## config.mk

```make
export PLATFORM = sky130hd
export DESIGN_NAME = mult_unit
export DESIGN_NICKNAME = d
export VERILOG_FILES = /design/src/rtl/mult_pkg.sv /design/src/rtl/mult_step.sv /design/src/rtl/mult_unit.sv
export SDC_FILE = /design/constraint.sdc
export NUM_CORES = 1
export LEC_CHECK = 0
export BUFFER_PORTS_ARGS = -buffer_cell sky130_fd_sc_hd__buf_2
export CORE_MARGIN = 10
export CORE_UTILIZATION = 40
export DETAILED_ROUTE_END_ITERATION = 8
export GPL_TIMING_DRIVEN = 0
export PLACE_DENSITY = 0.69
export SETUP_SLACK_MARGIN = 0.5
export SKIP_LAST_GASP = 1
export SYNTH_ARGS = -nofsm -noshare
export SYNTH_HDL_FRONTEND = slang
export SYNTH_HIERARCHICAL = 1
export SYNTH_SLANG_ARGS = --single-unit
```

## constraint.sdc

```tcl
create_clock -name clock -period 6.1 [get_ports clock]
set_input_delay 0.305 -clock clock [delete_from_list [all_inputs] [get_ports clock]]
set_output_delay 0.305 -clock clock [all_outputs]
set_load 0.05 [all_outputs]
```

## src/rtl/mult_pkg.sv

```systemverilog
// Shared types and constants for the iterative unsigned multiplier.
package mult_pkg;

    localparam int MULT_W     = 32;
    localparam int PROD_W     = 64;
    localparam int STEP_CNT_W = 6;
    localparam logic [STEP_CNT_W-1:0] LAST_STEP = 6'd31;

    typedef enum logic [1:0] {
        IDLE = 2'd0,
        RUN  = 2'd1,
        DONE = 2'd2
    } mult_state_e;

endpackage

```

## src/rtl/mult_step.sv

```systemverilog
// One radix-2 shift-add step: conditionally accumulate, then shift both operands.
module mult_step
    import mult_pkg::*;
#(
    parameter int W = MULT_W
) (
    input  logic [2*W-1:0] i_acc,
    input  logic [2*W-1:0] i_mcand,
    input  logic [W-1:0]   i_mplier,
    output logic [2*W-1:0] o_acc,
    output logic [2*W-1:0] o_mcand,
    output logic [W-1:0]   o_mplier,
    output logic           o_mplier_zero
);

    // The zero-extended multiplicand leaves room for all shifts, so this add never carries out.
    assign o_acc         = i_mplier[0] ? (i_acc + i_mcand) : i_acc;
    assign o_mcand       = i_mcand << 1;
    assign o_mplier      = i_mplier >> 1;
    assign o_mplier_zero = (i_mplier[W-1:1] == '0);

endmodule

```

## src/rtl/mult_unit.sv

```systemverilog
// Multi-cycle unsigned WIDTH x WIDTH multiplier with busy/done handshake.
// Define MULT_UNIT_EARLY_TERM_EN to stop iterating once the remaining multiplier bits are zero.
module mult_unit
    import mult_pkg::*;
#(
    parameter int WIDTH = MULT_W
) (
    input  logic             clock,
    input  logic             reset,
    input  logic             start,
    input  logic [WIDTH-1:0] multiplicand,
    input  logic [WIDTH-1:0] multiplier,
    output logic             busy,
    output logic             done,
    output logic [WIDTH-1:0] hi,
    output logic [WIDTH-1:0] lo
);

    localparam int P_W = 2 * WIDTH;

    mult_state_e           r_state;
    logic [P_W-1:0]        r_acc;
    logic [P_W-1:0]        r_mcand;
    logic [WIDTH-1:0]      r_mplier;
    logic [STEP_CNT_W-1:0] r_cnt;
    logic [WIDTH-1:0]      r_hi;
    logic [WIDTH-1:0]      r_lo;

    logic [P_W-1:0]        w_acc_nxt;
    logic [P_W-1:0]        w_mcand_nxt;
    logic [WIDTH-1:0]      w_mplier_nxt;
    logic                  w_mplier_zero;
    logic                  w_accept;
    logic                  w_last;

    mult_step #(.W(WIDTH)) u_step (
        .i_acc         (r_acc),
        .i_mcand       (r_mcand),
        .i_mplier      (r_mplier),
        .o_acc         (w_acc_nxt),
        .o_mcand       (w_mcand_nxt),
        .o_mplier      (w_mplier_nxt),
        .o_mplier_zero (w_mplier_zero)
    );

    // A start during RUN is dropped; IDLE and DONE both accept one.
    assign w_accept = start && (r_state != RUN);

`ifdef MULT_UNIT_EARLY_TERM_EN
    assign w_last = (r_cnt == LAST_STEP) || w_mplier_zero;
`else
    logic w_unused_zero;
    assign w_unused_zero = w_mplier_zero;
    assign w_last        = (r_cnt == LAST_STEP);
`endif

    always_ff @(posedge clock or posedge reset) begin
        if (reset) begin
            r_state  <= IDLE;
            r_acc    <= '0;
            r_mcand  <= '0;
            r_mplier <= '0;
            r_cnt    <= '0;
            r_hi     <= '0;
            r_lo     <= '0;
        end else begin
            case (r_state)
                RUN: begin
                    r_acc    <= w_acc_nxt;
                    r_mcand  <= w_mcand_nxt;
                    r_mplier <= w_mplier_nxt;
                    r_cnt    <= r_cnt + 1'b1;
                    if (w_last) begin
                        r_state      <= DONE;
                        {r_hi, r_lo} <= w_acc_nxt;
                    end
                end
                IDLE, DONE: begin
                    if (w_accept) begin
                        r_state  <= RUN;
                        r_acc    <= '0;
                        r_mcand  <= {{WIDTH{1'b0}}, multiplicand};
                        r_mplier <= multiplier;
                        r_cnt    <= '0;
                    end else begin
                        r_state <= IDLE;
                    end
                end
                default: r_state <= IDLE;
            endcase
        end
    end

    assign busy = (r_state == RUN);
    assign done = (r_state == DONE);
    assign hi   = r_hi;
    assign lo   = r_lo;

endmodule
```

==> results of run 1 <==
## state kept, by name, indices dropped and copies added (netlist names)
register  count
r_acc        64
r_mcand      64
hi           32
lo           32
r_mplier     32
r_cnt         6
r_state       2
## power by group through the flow
stage,Sequential [uW],Combinational [uW],Clock [uW]
after floorplan,1980,2550,0
after global placement,2040,3120,0
after detailed placement,2050,3180,0
after CTS,2030,3210,1620
after global routing,2070,3590,1690
final,2030,3250,1580
## final cells by class
class / instances / area, um^2 / share of cell area
diodes: 1 / 2.502 / 0.0001494
multi-input cells: 988 / 7477 / 0.4465
inverters: 21 / 82.58 / 0.004931
flip-flops and latches: 232 / 5806 / 0.3467
clock buffers: 36 / 759.5 / 0.04535
plain buffers: 192 / 1150 / 0.06866
repair buffers: 139 / 790.8 / 0.04722
clock inverters: 11 / 102.6 / 0.006126
well taps: 461 / 576.8 / 0.03444
## through the flow
stage	power (uW)	cells
6_report	6862	2081
5_1_grt	7350	2081
4_1_cts	6860	2080
3_5_place_dp	5231	2032
3_3_place_gp	5165	2026
2_1_floorplan	4539	1433
## repair_timing
action                    4_1_cts  5_1_grt
resized for setup               0        0
hold endpoints to repair       39        0
hold buffers                    1        0
## final timing paths
kind                       cells past startpoint           end  slack (ps)      startpoint
min                                            3  r_mplier[11]          50  multiplier[11]
max in group asynchronous                      6   r_mplier[3]        4920           reset
max                                           12        hi[21]        2000      r_mcand[2]
min reg2reg                                    1         hi[5]         480           hi[5]
min in group asynchronous                      3        lo[17]         200           reset
max reg2reg                                   12        hi[21]        2000      r_mcand[2]
## worst max-delay path, stage by stage (launching register included)
cell and delay, ps:
sky130_fd_sc_hd__dfrtp_1 410, sky130_fd_sc_hd__ha_1 370, sky130_fd_sc_hd__o21ai_0 130, sky130_fd_sc_hd__o21ai_0 310, sky130_fd_sc_hd__o2111ai_1 300, sky130_fd_sc_hd__a211oi_1 560
sky130_fd_sc_hd__o2111ai_1 320, sky130_fd_sc_hd__and3_1 340, sky130_fd_sc_hd__o21bai_1 340, sky130_fd_sc_hd__a21oi_1 170, sky130_fd_sc_hd__xnor2_1 150, sky130_fd_sc_hd__mux2_2 300
sky130_fd_sc_hd__mux2_2 270
## layer usage
metal | up-vias | track usage | part of all wire
li1 | 5510 | - | -
met1 | 5612 | 0.2263 | 0.46
met2 | 273 | 0.2781 | 0.46
met3 | 55 | 0.03353 | 0.055
met4 | 2 | 0.04296 | 0.023
met5 | - | 0 | 0.00044
==> impl_metrics.sql, run 1 <==
INSERT INTO impl_metrics (metric_group, metric, value, unit) VALUES
('outcome', 'result_of_the_run', 'completed', ''),
('job', 'max-cap-violations', '0', ''),
('logic_synthesis', 'syn-mean-instance-area', '10.13', 'um^2'),
('setup_path', 'crit_fanout', '5', ''),
('clock_tree', 'clock_tree.buffer_depth', '3', ''),
('power', 'power.ir.vdd_worst', '0.2356', 'mV'),
('floorplan', 'floorplan.initialDensity', '0.4069', ''),
('logic_synthesis', 'postSynthCellCount', '1432', ''),
('setup_path', 'crit_path_end_kind', 'flip-flop', ''),
('power', 'combinational_power_share', '0.473', ''),
('floorplan', 'placeableCoreArea', '0.03566', 'mm^2'),
('power', 'p_per_area', '409.7', 'mW/mm^2'),
('route', 'detail_route.wl_per_cell', '18.55', 'um'),
('timing', 'worst_pin_slew', '750.3', 'ps'),
('setup_path', 'critical_path_required', '6530', 'ps'),
('clock_tree', 'cts-htree-levels', '1', ''),
('finish', 'fin_nets', '1733', ''),
('clock_tree', 'cts_sinks', '232', ''),
('global_routing', 'grtUsageTotal', '0.1701', ''),
('timing', 'final_min_period_over_clock_period', '0.6719', ''),
('logic_synthesis', 'synth_warnings', '6', ''),
('timing', 'final-hold-violation-count', '0', ''),
('route', 'wirelength', '38600', 'um'),
('global_routing', 'grt_pass1_vias', '11500', ''),
('finish', 'fraction_of_layout_instances_using_a_drive_strength_above_1', '0.2353', ''),
('setup_path', 'path_class', 'flip-flop to flip-flop', ''),
('timing', 'setup_slack', '2002', 'ps'),
('placed_design', 'dpl-instance-area', '0.01587', 'mm^2'),
('route', 'drtPass1Iterations', '5', ''),
('floorplan', 'design.portCount', '133', ''),
('power', 'p_sw', '2648', 'uW'),
('floorplan', 'fp.dieW', '210.4', 'um'),
('route', 'vias', '11450', ''),
('power', 'sw_frac_of_total', '0.3859', ''),
('clock_tree', 'post-cts-setup-buffer-count', '0', ''),
('setup_path', 'crit_path_arrival_time', '4530', 'ps'),
('route', 'first_iter_violations', '760', ''),
('power', 'power.share.sequential', '0.296', ''),
('finish', 'final_cell_mix', 'sky130_fd_sc_hd__dfrtp_1, sky130_fd_sc_hd__buf_2, sky130_fd_sc_hd__o21ai_0, sky130_fd_sc_hd__a22o_1, sky130_fd_sc_hd__buf_4', ''),
('power', 'p_leak', '0.008219', 'uW'),
('logic_synthesis', 'synth_area', '0.01451', 'mm^2'),
('route', 'detail_route.drc_violations', '0', ''),
('global_routing', 'grt_antenna_before_repair', '4', ''),
('timing', 'setup_total_negative_slack', '0', 'ps'),
('hold_path', 'hold_path_class', 'primary input to flip-flop', ''),
('finish', 'mostFrequentLayoutCell', 'sky130_fd_sc_hd__dfrtp_1', ''),
('timing', 'unrepaired_setup_endpoints_after_global_routing', 'no', ''),
('clock_tree', 'clock_latency', '550', 'ps'),
('placed_design', 'portBuffers', '132', ''),
('clock_tree', 'clkTransAtPathRegs', '60', 'ps'),
('global_routing', 'grt_max_degree', '43', ''),
('power', 'internal_power', '4214', 'uW'),
('timing', 'timing.final.crit_period', '4098', 'ps'),
('placed_design', 'hpwlAfterDp', '29170', 'um'),
('floorplan', 'area_of_the_die', '0.04429', 'mm^2'),
('clock_tree', 'cts_buffers', '27', ''),
('setup_path', 'critical_path.startpoint_type', 'flip-flop', ''),
('clock_tree', 'clockRootBuffer', 'sky130_fd_sc_hd__clkbuf_16', ''),
('route', 'route.detailed.vias_per_inst', '5.503', ''),
('finish', 'synth_to_final_area_change', '15.44', '%'),
('global_routing', 'global_route_wire_length_before_repair', '62070', 'um'),
('timing', 'whs', '45.71', 'ps'),
('clock_tree', 'tritoncts', 'built', ''),
('floorplan', 'dieHeight', '210.4', 'um'),
('finish', 'final_design_area_no_fill', '0.01675', 'mm^2'),
('placed_design', 'gp_congestion', '0.9409', ''),
('power', 'share_clk_of_total_power', '0.231', ''),
('timing', 'finalSetupViolCount', '0', ''),
('timing', 'finalClockSkew', '13.40', 'ps'),
('placed_design', 'dp_slack', '2152', 'ps'),
('global_routing', 'gr-total-overflow', '0', ''),
('floorplan', 'num_rows', '69', ''),
('timing', 'finalMaxSlewViolations', '0', ''),
('route', 'final_antenna_net_count', '0', ''),
('finish', 'n_fill_cell', '3367', ''),
('finish', 'post_layout_util', '0.4697', ''),
('timing', 'max_slew_margin', '0.4998', ''),
('timing', 'fmax_achieved', '244.0', 'MHz');
(Power assumes the default switching activity.)
==> run 2, diff against run 1 <==
Clock period 6.1 ns to 3.7 ns, I/O delays scaled along.
==> run 2 against run 1 <==
Net effect:
- utilization increased by 6.0 points
- clock power rose by 80%
- wire length grew 8.8%
- global-route usage is 1.2 points higher
- flip-flop and latch count did not move
- clock-buffer cell count did not move
- worst setup slack worse by 1800 ps
- via count increased by 6.2%
- worst hold slack got worse by 35 ps
- cell area up 13%
- non-clock buffer count rose by 127
- largest power group unchanged
==> impl_metrics.sql, run 2 (same netlist as run 1, synthesis figures left out) <==
INSERT INTO impl_metrics (metric_group, metric, value, unit) VALUES
('outcome', 'result_of_the_run', 'completed', ''),
('clock_tree', 'clockRootBuffer', 'sky130_fd_sc_hd__clkbuf_16', ''),
('placed_design', 'dpl-instance-area', '0.01592', 'mm^2'),
('timing', 'finalClockSkew', '17.48', 'ps'),
('setup_path', 'critical_path_required', '4120', 'ps'),
('placed_design', 'portBuffers', '132', ''),
('setup_path', 'r2r.worst_path.cells', '14', ''),
('finish', 'fraction_of_layout_instances_using_a_drive_strength_above_1', '0.3299', ''),
('route', 'route.detailed.vias_per_inst', '5.492', ''),
('floorplan', 'placeableCoreArea', '0.03566', 'mm^2'),
('timing', 'timing.final.crit_period', '3536', 'ps'),
('global_routing', 'global_route_wire_length_before_repair', '66990', 'um'),
('placed_design', 'hpwlAfterDp', '29620', 'um'),
('floorplan', 'fp.dieW', '210.4', 'um'),
('setup_path', 'r2r_slack', '160', 'ps'),
('power', 'p_leak', '0.009051', 'uW'),
('floorplan', 'num_rows', '69', ''),
('setup_path', 'critical_path.startpoint_type', 'flip-flop', ''),
('power', 'power.ir.vdd_worst', '0.3445', 'mV'),
('timing', 'max_slew_margin', '0.4436', ''),
('clock_tree', 'clkTransAtPathRegs', '60', 'ps'),
('timing', 'worst_pin_slew', '834.7', 'ps'),
('timing', 'finalSetupViolCount', '0', ''),
('global_routing', 'grt_pass1_vias', '12430', ''),
('route', 'detail_route.drc_violations', '0', ''),
('setup_path', 'setup.worst_path.start', 'r_mcand[0]', ''),
('finish', 'synth_to_final_area_change', '30.09', '%'),
('setup_path', 'crit_path_arrival_time', '3950', 'ps'),
('job', 'max-cap-violations', '0', ''),
('clock_tree', 'tritoncts', 'built', ''),
('setup_path', 'path_class', 'flip-flop to flip-flop', ''),
('global_routing', 'grt_antenna_before_repair', '3', ''),
('setup_path', 'timing.rr.end', 'hi[18]', ''),
('hold_path', 'hold_path_class', 'primary input to flip-flop', ''),
('setup_path', 'crit_end', 'hi[18]', ''),
('timing', 'final-hold-violation-count', '0', ''),
('timing', 'unrepaired_setup_endpoints_after_global_routing', 'yes', ''),
('route', 'first_iter_violations', '743', ''),
('clock_tree', 'cts_buffers', '27', ''),
('timing', 'fmax_achieved', '282.8', 'MHz'),
('clock_tree', 'clock_latency', '550', 'ps'),
('timing', 'final_min_period_over_clock_period', '0.9556', ''),
('clock_tree', 'cts-htree-levels', '1', ''),
('route', 'detail_route.wl_per_cell', '18.96', 'um'),
('finish', 'mostFrequentLayoutCell', 'sky130_fd_sc_hd__dfrtp_1', ''),
('route', 'wirelength', '41980', 'um'),
('placed_design', 'gp_congestion', '0.9000', ''),
('setup_path', 'crit_path_end_kind', 'flip-flop', ''),
('global_routing', 'grtUsageTotal', '0.1823', ''),
('route', 'drtPass1Iterations', '5', ''),
('clock_tree', 'cts_sinks', '232', ''),
('power', 'p_per_area', '695.8', 'mW/mm^2'),
('global_routing', 'grt_max_degree', '40', ''),
('timing', 'setup_total_negative_slack', '0', 'ps'),
('route', 'final_antenna_net_count', '0', ''),
('finish', 'reg_top3', 'r_acc: 64 flops, r_mcand: 64 flops', ''),
('finish', 'final_design_area_no_fill', '0.01887', 'mm^2'),
('route', 'vias', '12160', ''),
('floorplan', 'design.portCount', '133', ''),
('floorplan', 'dieHeight', '210.4', 'um'),
('floorplan', 'floorplan.initialDensity', '0.4069', ''),
('global_routing', 'gr-total-overflow', '0', ''),
('floorplan', 'area_of_the_die', '0.04429', 'mm^2'),
('finish', 'fin_nets', '1860', ''),
('setup_path', 'r2r_start', 'r_mcand[0]', ''),
('clock_tree', 'clock_tree.buffer_depth', '3', ''),
('setup_path', 'crit_fanout', '3', ''),
('finish', 'final_cell_mix', 'sky130_fd_sc_hd__dfrtp_1, sky130_fd_sc_hd__buf_4, sky130_fd_sc_hd__buf_2, sky130_fd_sc_hd__a22o_1, sky130_fd_sc_hd__o21ai_0', ''),
('timing', 'finalMaxSlewViolations', '0', '');
## run 2: cell count changes in the layout (fill, tap and decap cells not counted), sizes merged
| cell | previous run | this run |
|---|---|---|
| buf | 264 | 339 |
| dlygate4sd3 | 1 | 62 |
| clkbuf | 102 | 93 |
| bufinv | 1 | 4 |
| diode | 1 | 4 |
## run 2: per-stage QoR
| step | hold slack, ps | worst slack (ps) | power (uW) | util | instances |
|---|---|---|---|---|---|
| final | 10.32 | 164.2 | 13130 | 0.5293 | 2214 |
| after global routing | 59.01 | 81.54 | 13950 | 0.5292 | 2213 |
| after CTS | 2.834 | 162.0 | 12390 | 0.5120 | 2184 |
| after detailed placement | 72.10 | -207.8 | 8683 | 0.4464 | 2033 |
| after global placement | 463.2 | -1025 | 8586 | 0.4423 | 2026 |
| after floorplan | 381.2 | 430.1 | 7496 | - | 1433 |
## run 2: worst min path at each step
stage / cells after the start / start / end / slack, ps
global route: 3 / reset / lo[20] / 60
CTS: 3 / multiplicand[22] / r_mcand[22] / 3
floorplan: 2 / multiplier[0] / r_mplier[0] / 380
global placement: 1 / lo[13] / lo[13] / 460
detailed placement: 2 / reset / lo[20] / 70
finish: 3 / multiplier[9] / r_mplier[9] / 10
## run 2: area by class of cell
class | instances | area [um^2]
multi-input cells | 988 | 8272
repair buffers | 266 | 1954
inverters | 21 | 82.58
clock inverters | 14 | 187.7
diodes | 4 | 10.01
fillers | 3124 | 16780
well taps | 461 | 576.8
clock buffers | 36 | 759.5
flip-flops and latches | 232 | 5812
plain buffers | 192 | 1219
## run 2: repair_timing
item                                    CTS  global route
hold endpoints to repair                156             0
buffers inserted                         39            26
hold buffers                             62             0
endpoints found under the setup margin   75            75
pin swaps                                30            51
cloned                                    0             0
resized for setup                       108           118
## run 2: routing by layer
layer  share of wire  GRT usage  wire [um]  vias to the layer above
li1                -          -          -                     5777
met3           0.043    0.02715       1821                       65
met4           0.031    0.05994       1286                        0
met1            0.45     0.2366      18740                     6056
met5               0          0          0                        -
met2            0.48     0.3055      20140                      261
## run 2: power breakdown
part	switching [uW]	internal (uW)	total [uW]
clock network	1120	1720	2840
logic	3450	3430	6880
registers	436	2980	3410
total	5000	8130	13100
## run 2: critical path, stage by stage, from the launching register on
cell	delay, ps
sky130_fd_sc_hd__dfrtp_1	400
sky130_fd_sc_hd__ha_4	160
sky130_fd_sc_hd__fa_2	200
sky130_fd_sc_hd__a211o_1	130
sky130_fd_sc_hd__o211ai_2	120
sky130_fd_sc_hd__a2111o_1	530
sky130_fd_sc_hd__a2111oi_4	310
sky130_fd_sc_hd__buf_4	200
sky130_fd_sc_hd__nor2_4	50
sky130_fd_sc_hd__o41a_1	350
sky130_fd_sc_hd__o21bai_2	160
sky130_fd_sc_hd__a21oi_2	90
sky130_fd_sc_hd__xnor2_1	160
sky130_fd_sc_hd__mux2_4	290
sky130_fd_sc_hd__mux2_4	260
==> run 3, diff against run 2 <==
Settings changed: CORE_MARGIN 10 to 4.
==> run 3 against run 2 <==
Net effect:
- sequential power about the same
- worst setup slack got worse by 1.0 ps
- critical path depth shrank 2
- worst hold slack improved by 2.4 ps
- first-iteration DRC count shrank 1.6%
- maximum frequency about the same
- flip-flop and latch count unchanged
- wire length decreased by 3.9%
- cell area decreased by 2.0%
- sequential share of layout area increased by 0.60 points
- clock-buffer cell count is 3 lower
- critical endpoint unchanged
==> impl_metrics.sql, run 3 (same netlist as run 1, synthesis figures left out) <==
INSERT INTO impl_metrics (metric_group, metric, value, unit) VALUES
('power', 'p_leak', '0.008899', 'uW'),
('hold_path', 'hold_depth', '3', ''),
('floorplan', 'placeableCoreArea', '0.03566', 'mm^2'),
('placed_design', 'dpl-instance-area', '0.01589', 'mm^2'),
('finish', 'synth_to_final_area_change', '27.55', '%'),
('placed_design', 'gp_congestion', '0.9265', ''),
('clock_tree', 'clkTransAtPathRegs', '60', 'ps'),
('global_routing', 'grtUsageTotal', '0.1967', ''),
('route', 'first_iter_violations', '731', ''),
('setup_path', 'critical_path_required', '4120', 'ps'),
('global_routing', 'grt_max_degree', '41', ''),
('power', 'share_clk_of_total_power', '0.204', ''),
('timing', 'final_min_period_over_clock_period', '0.9559', ''),
('route', 'final_antenna_net_count', '0', ''),
('floorplan', 'fp.dieW', '198.4', 'um'),
('setup_path', 'r2r.worst_path.cells', '12', ''),
('clock_tree', 'clock_latency', '540', 'ps'),
('power', 'combinational_power_share', '0.525', ''),
('clock_tree', 'cts-htree-levels', '1', ''),
('floorplan', 'floorplan.initialDensity', '0.4069', ''),
('floorplan', 'design.portCount', '133', ''),
('timing', 'worst_pin_slew', '930.0', 'ps'),
('timing', 'finalSetupViolCount', '0', ''),
('finish', 'fraction_of_layout_instances_using_a_drive_strength_above_1', '0.3147', ''),
('setup_path', 'crit_path_arrival_time', '3950', 'ps'),
('timing', 'final-hold-violation-count', '0', ''),
('clock_tree', 'clockRootBuffer', 'sky130_fd_sc_hd__clkbuf_16', ''),
('route', 'drtPass1Iterations', '5', ''),
('finish', 'insertedDiodeCount', '0', ''),
('power', 'power.ir.vdd_worst', '0.4569', 'mV'),
('floorplan', 'dieHeight', '198.4', 'um'),
('placed_design', 'portBuffers', '132', ''),
('route', 'detail_route.drc_violations', '0', ''),
('power', 'power.share.sequential', '0.270', ''),
('setup_path', 'crit_fanout', '5', ''),
('global_routing', 'global_route_wire_length_before_repair', '63520', 'um'),
('setup_path', 'critical_path.startpoint_type', 'flip-flop', ''),
('clock_tree', 'clock_tree.buffer_depth', '3', ''),
('route', 'wirelength', '40340', 'um'),
('setup_path', 'crit_path_end_kind', 'flip-flop', ''),
('power', 'internal_power', '7767', 'uW'),
('finish', 'mostFrequentLayoutCell', 'sky130_fd_sc_hd__dfrtp_1', ''),
('finish', 'n_fill_cell', '3104', ''),
('finish', 'final_cell_mix', 'sky130_fd_sc_hd__dfrtp_1, sky130_fd_sc_hd__buf_2, sky130_fd_sc_hd__buf_4, sky130_fd_sc_hd__a22o_1, sky130_fd_sc_hd__o21ai_0', ''),
('timing', 'finalMaxSlewViolations', '0', ''),
('finish', 'final_design_area_no_fill', '0.01850', 'mm^2'),
('power', 'sw_frac_of_total', '0.3841', ''),
('setup_path', 'timing.rr.end', 'hi[18]', ''),
('timing', 'setup_slack', '163.2', 'ps'),
('hold_path', 'end_point_of_the_worst_hold_path', 'r_mplier[5]', ''),
('job', 'max-cap-violations', '0', ''),
('finish', 'fin_nets', '1837', ''),
('power', 'p_per_area', '681.5', 'mW/mm^2'),
('timing', 'timing.final.crit_period', '3537', 'ps'),
('global_routing', 'grt_pass1_vias', '11960', ''),
('placed_design', 'place_inst', '2032', ''),
('setup_path', 'r2r_start', 'r_mcand[9]', ''),
('placed_design', 'dp_slack', '-219.4', 'ps'),
('timing', 'whs', '12.74', 'ps'),
('timing', 'fmax_achieved', '282.7', 'MHz'),
('timing', 'setup_total_negative_slack', '0', 'ps'),
('floorplan', 'num_rows', '69', ''),
('finish', 'reg_top3', 'r_acc: 64 flops, r_mcand: 64 flops', ''),
('route', 'route.detailed.vias_per_inst', '5.500', ''),
('clock_tree', 'cts_buffers', '26', ''),
('global_routing', 'grt_antenna_before_repair', '0', ''),
('setup_path', 'r2r_slack', '160', 'ps'),
('floorplan', 'area_of_the_die', '0.03938', 'mm^2'),
('timing', 'max_slew_margin', '0.3800', ''),
('hold_path', 'worstHoldStart', 'multiplier[5]', ''),
('clock_tree', 'cts_sinks', '232', ''),
('global_routing', 'gr-total-overflow', '0', ''),
('timing', 'finalClockSkew', '13.96', 'ps'),
('outcome', 'result_of_the_run', 'completed', ''),
('clock_tree', 'tritoncts', 'built', ''),
('placed_design', 'hpwlAfterDp', '28590', 'um'),
('timing', 'unrepaired_setup_endpoints_after_global_routing', 'yes', ''),
('power', 'p_sw', '4844', 'uW'),
('route', 'detail_route.wl_per_cell', '18.50', 'um'),
('setup_path', 'path_class', 'flip-flop to flip-flop', ''),
('finish', 'fin_cells', '2180', ''),
('hold_path', 'hold_path_class', 'primary input to flip-flop', ''),
('route', 'vias', '11990', '');
==> run 3: what timing repair did <==
item / in CTS / in global routing
hold endpoints to repair: 89 / 0
hold buffers: 61 / 0
buffers inserted: 24 / 21
pin swaps: 46 / 56
setup endpoints to repair: 73 / 76
gates resized for setup: 92 / 123
==> run 3: area by class of cell <==
cell class / count / area [um^2] / area share
multi-input cells: 988 / 8240 / 0.4453
flip-flops and latches: 232 / 5809 / 0.3139
repair buffers: 244 / 1759 / 0.09507
plain buffers: 192 / 1200 / 0.06485
clock buffers: 33 / 696.9 / 0.03766
well taps: 461 / 576.8 / 0.03117
clock inverters: 9 / 138.9 / 0.007506
inverters: 21 / 82.58 / 0.004463
==> run 3: routing by layer <==
metal / share of wire / vias up / GRT usage
met1: 0.45 / 5880 / 0.2708
met2: 0.47 / 308 / 0.3287
li1: - / 5722 / -
met3: 0.041 / 80 / 0.02422
met5: 0 / - / 0
met4: 0.032 / 0 / 0.05674
==> run 3: worst max path at each step <==
stage	startpoint	endpoint	slack [ps]	cells past startpoint
3_3_place_gp	reset	r_mcand[54]	-1050	2
3_5_place_dp	r_mcand[2]	hi[21]	-220	12
6_report	r_mcand[9]	hi[18]	160	12
4_1_cts	r_mcand[0]	hi[18]	160	14
2_1_floorplan	r_mcand[0]	hi[18]	430	13
5_1_grt	r_acc[0]	hi[18]	60	14
==> run 3: metrics by stage <==
stage / power (uW) / utilization
5_1_grt: 13410 / 0.5190
3_5_place_dp: 8673 / 0.4456
3_3_place_gp: 8580 / 0.4423
4_1_cts: 11920 / 0.5022
6_report: 12610 / 0.5190
2_1_floorplan: 7496 / -
==> run 3: power groups by stage <==
stage,Clock (uW),Combinational [uW],Sequential (uW)
floorplan,0,4220,3270
global placement,0,5200,3380
detailed placement,0,5290,3390
CTS,2640,5910,3380
global route,2740,7210,3460
finish,2580,6620,3410
==> run 3: critical path: stages (launching register included) <==
cell and delay [ps]:
sky130_fd_sc_hd__dfrtp_1 410, sky130_fd_sc_hd__ha_1 400, sky130_fd_sc_hd__nand2_1 150, sky130_fd_sc_hd__a2111o_1 520
sky130_fd_sc_hd__a2111oi_4 370, sky130_fd_sc_hd__buf_4 200, sky130_fd_sc_hd__nor2_4 40, sky130_fd_sc_hd__o41a_1 350
sky130_fd_sc_hd__o21bai_2 170, sky130_fd_sc_hd__a21oi_2 100, sky130_fd_sc_hd__xnor2_2 160, sky130_fd_sc_hd__mux2_4 280
sky130_fd_sc_hd__mux2_4 260
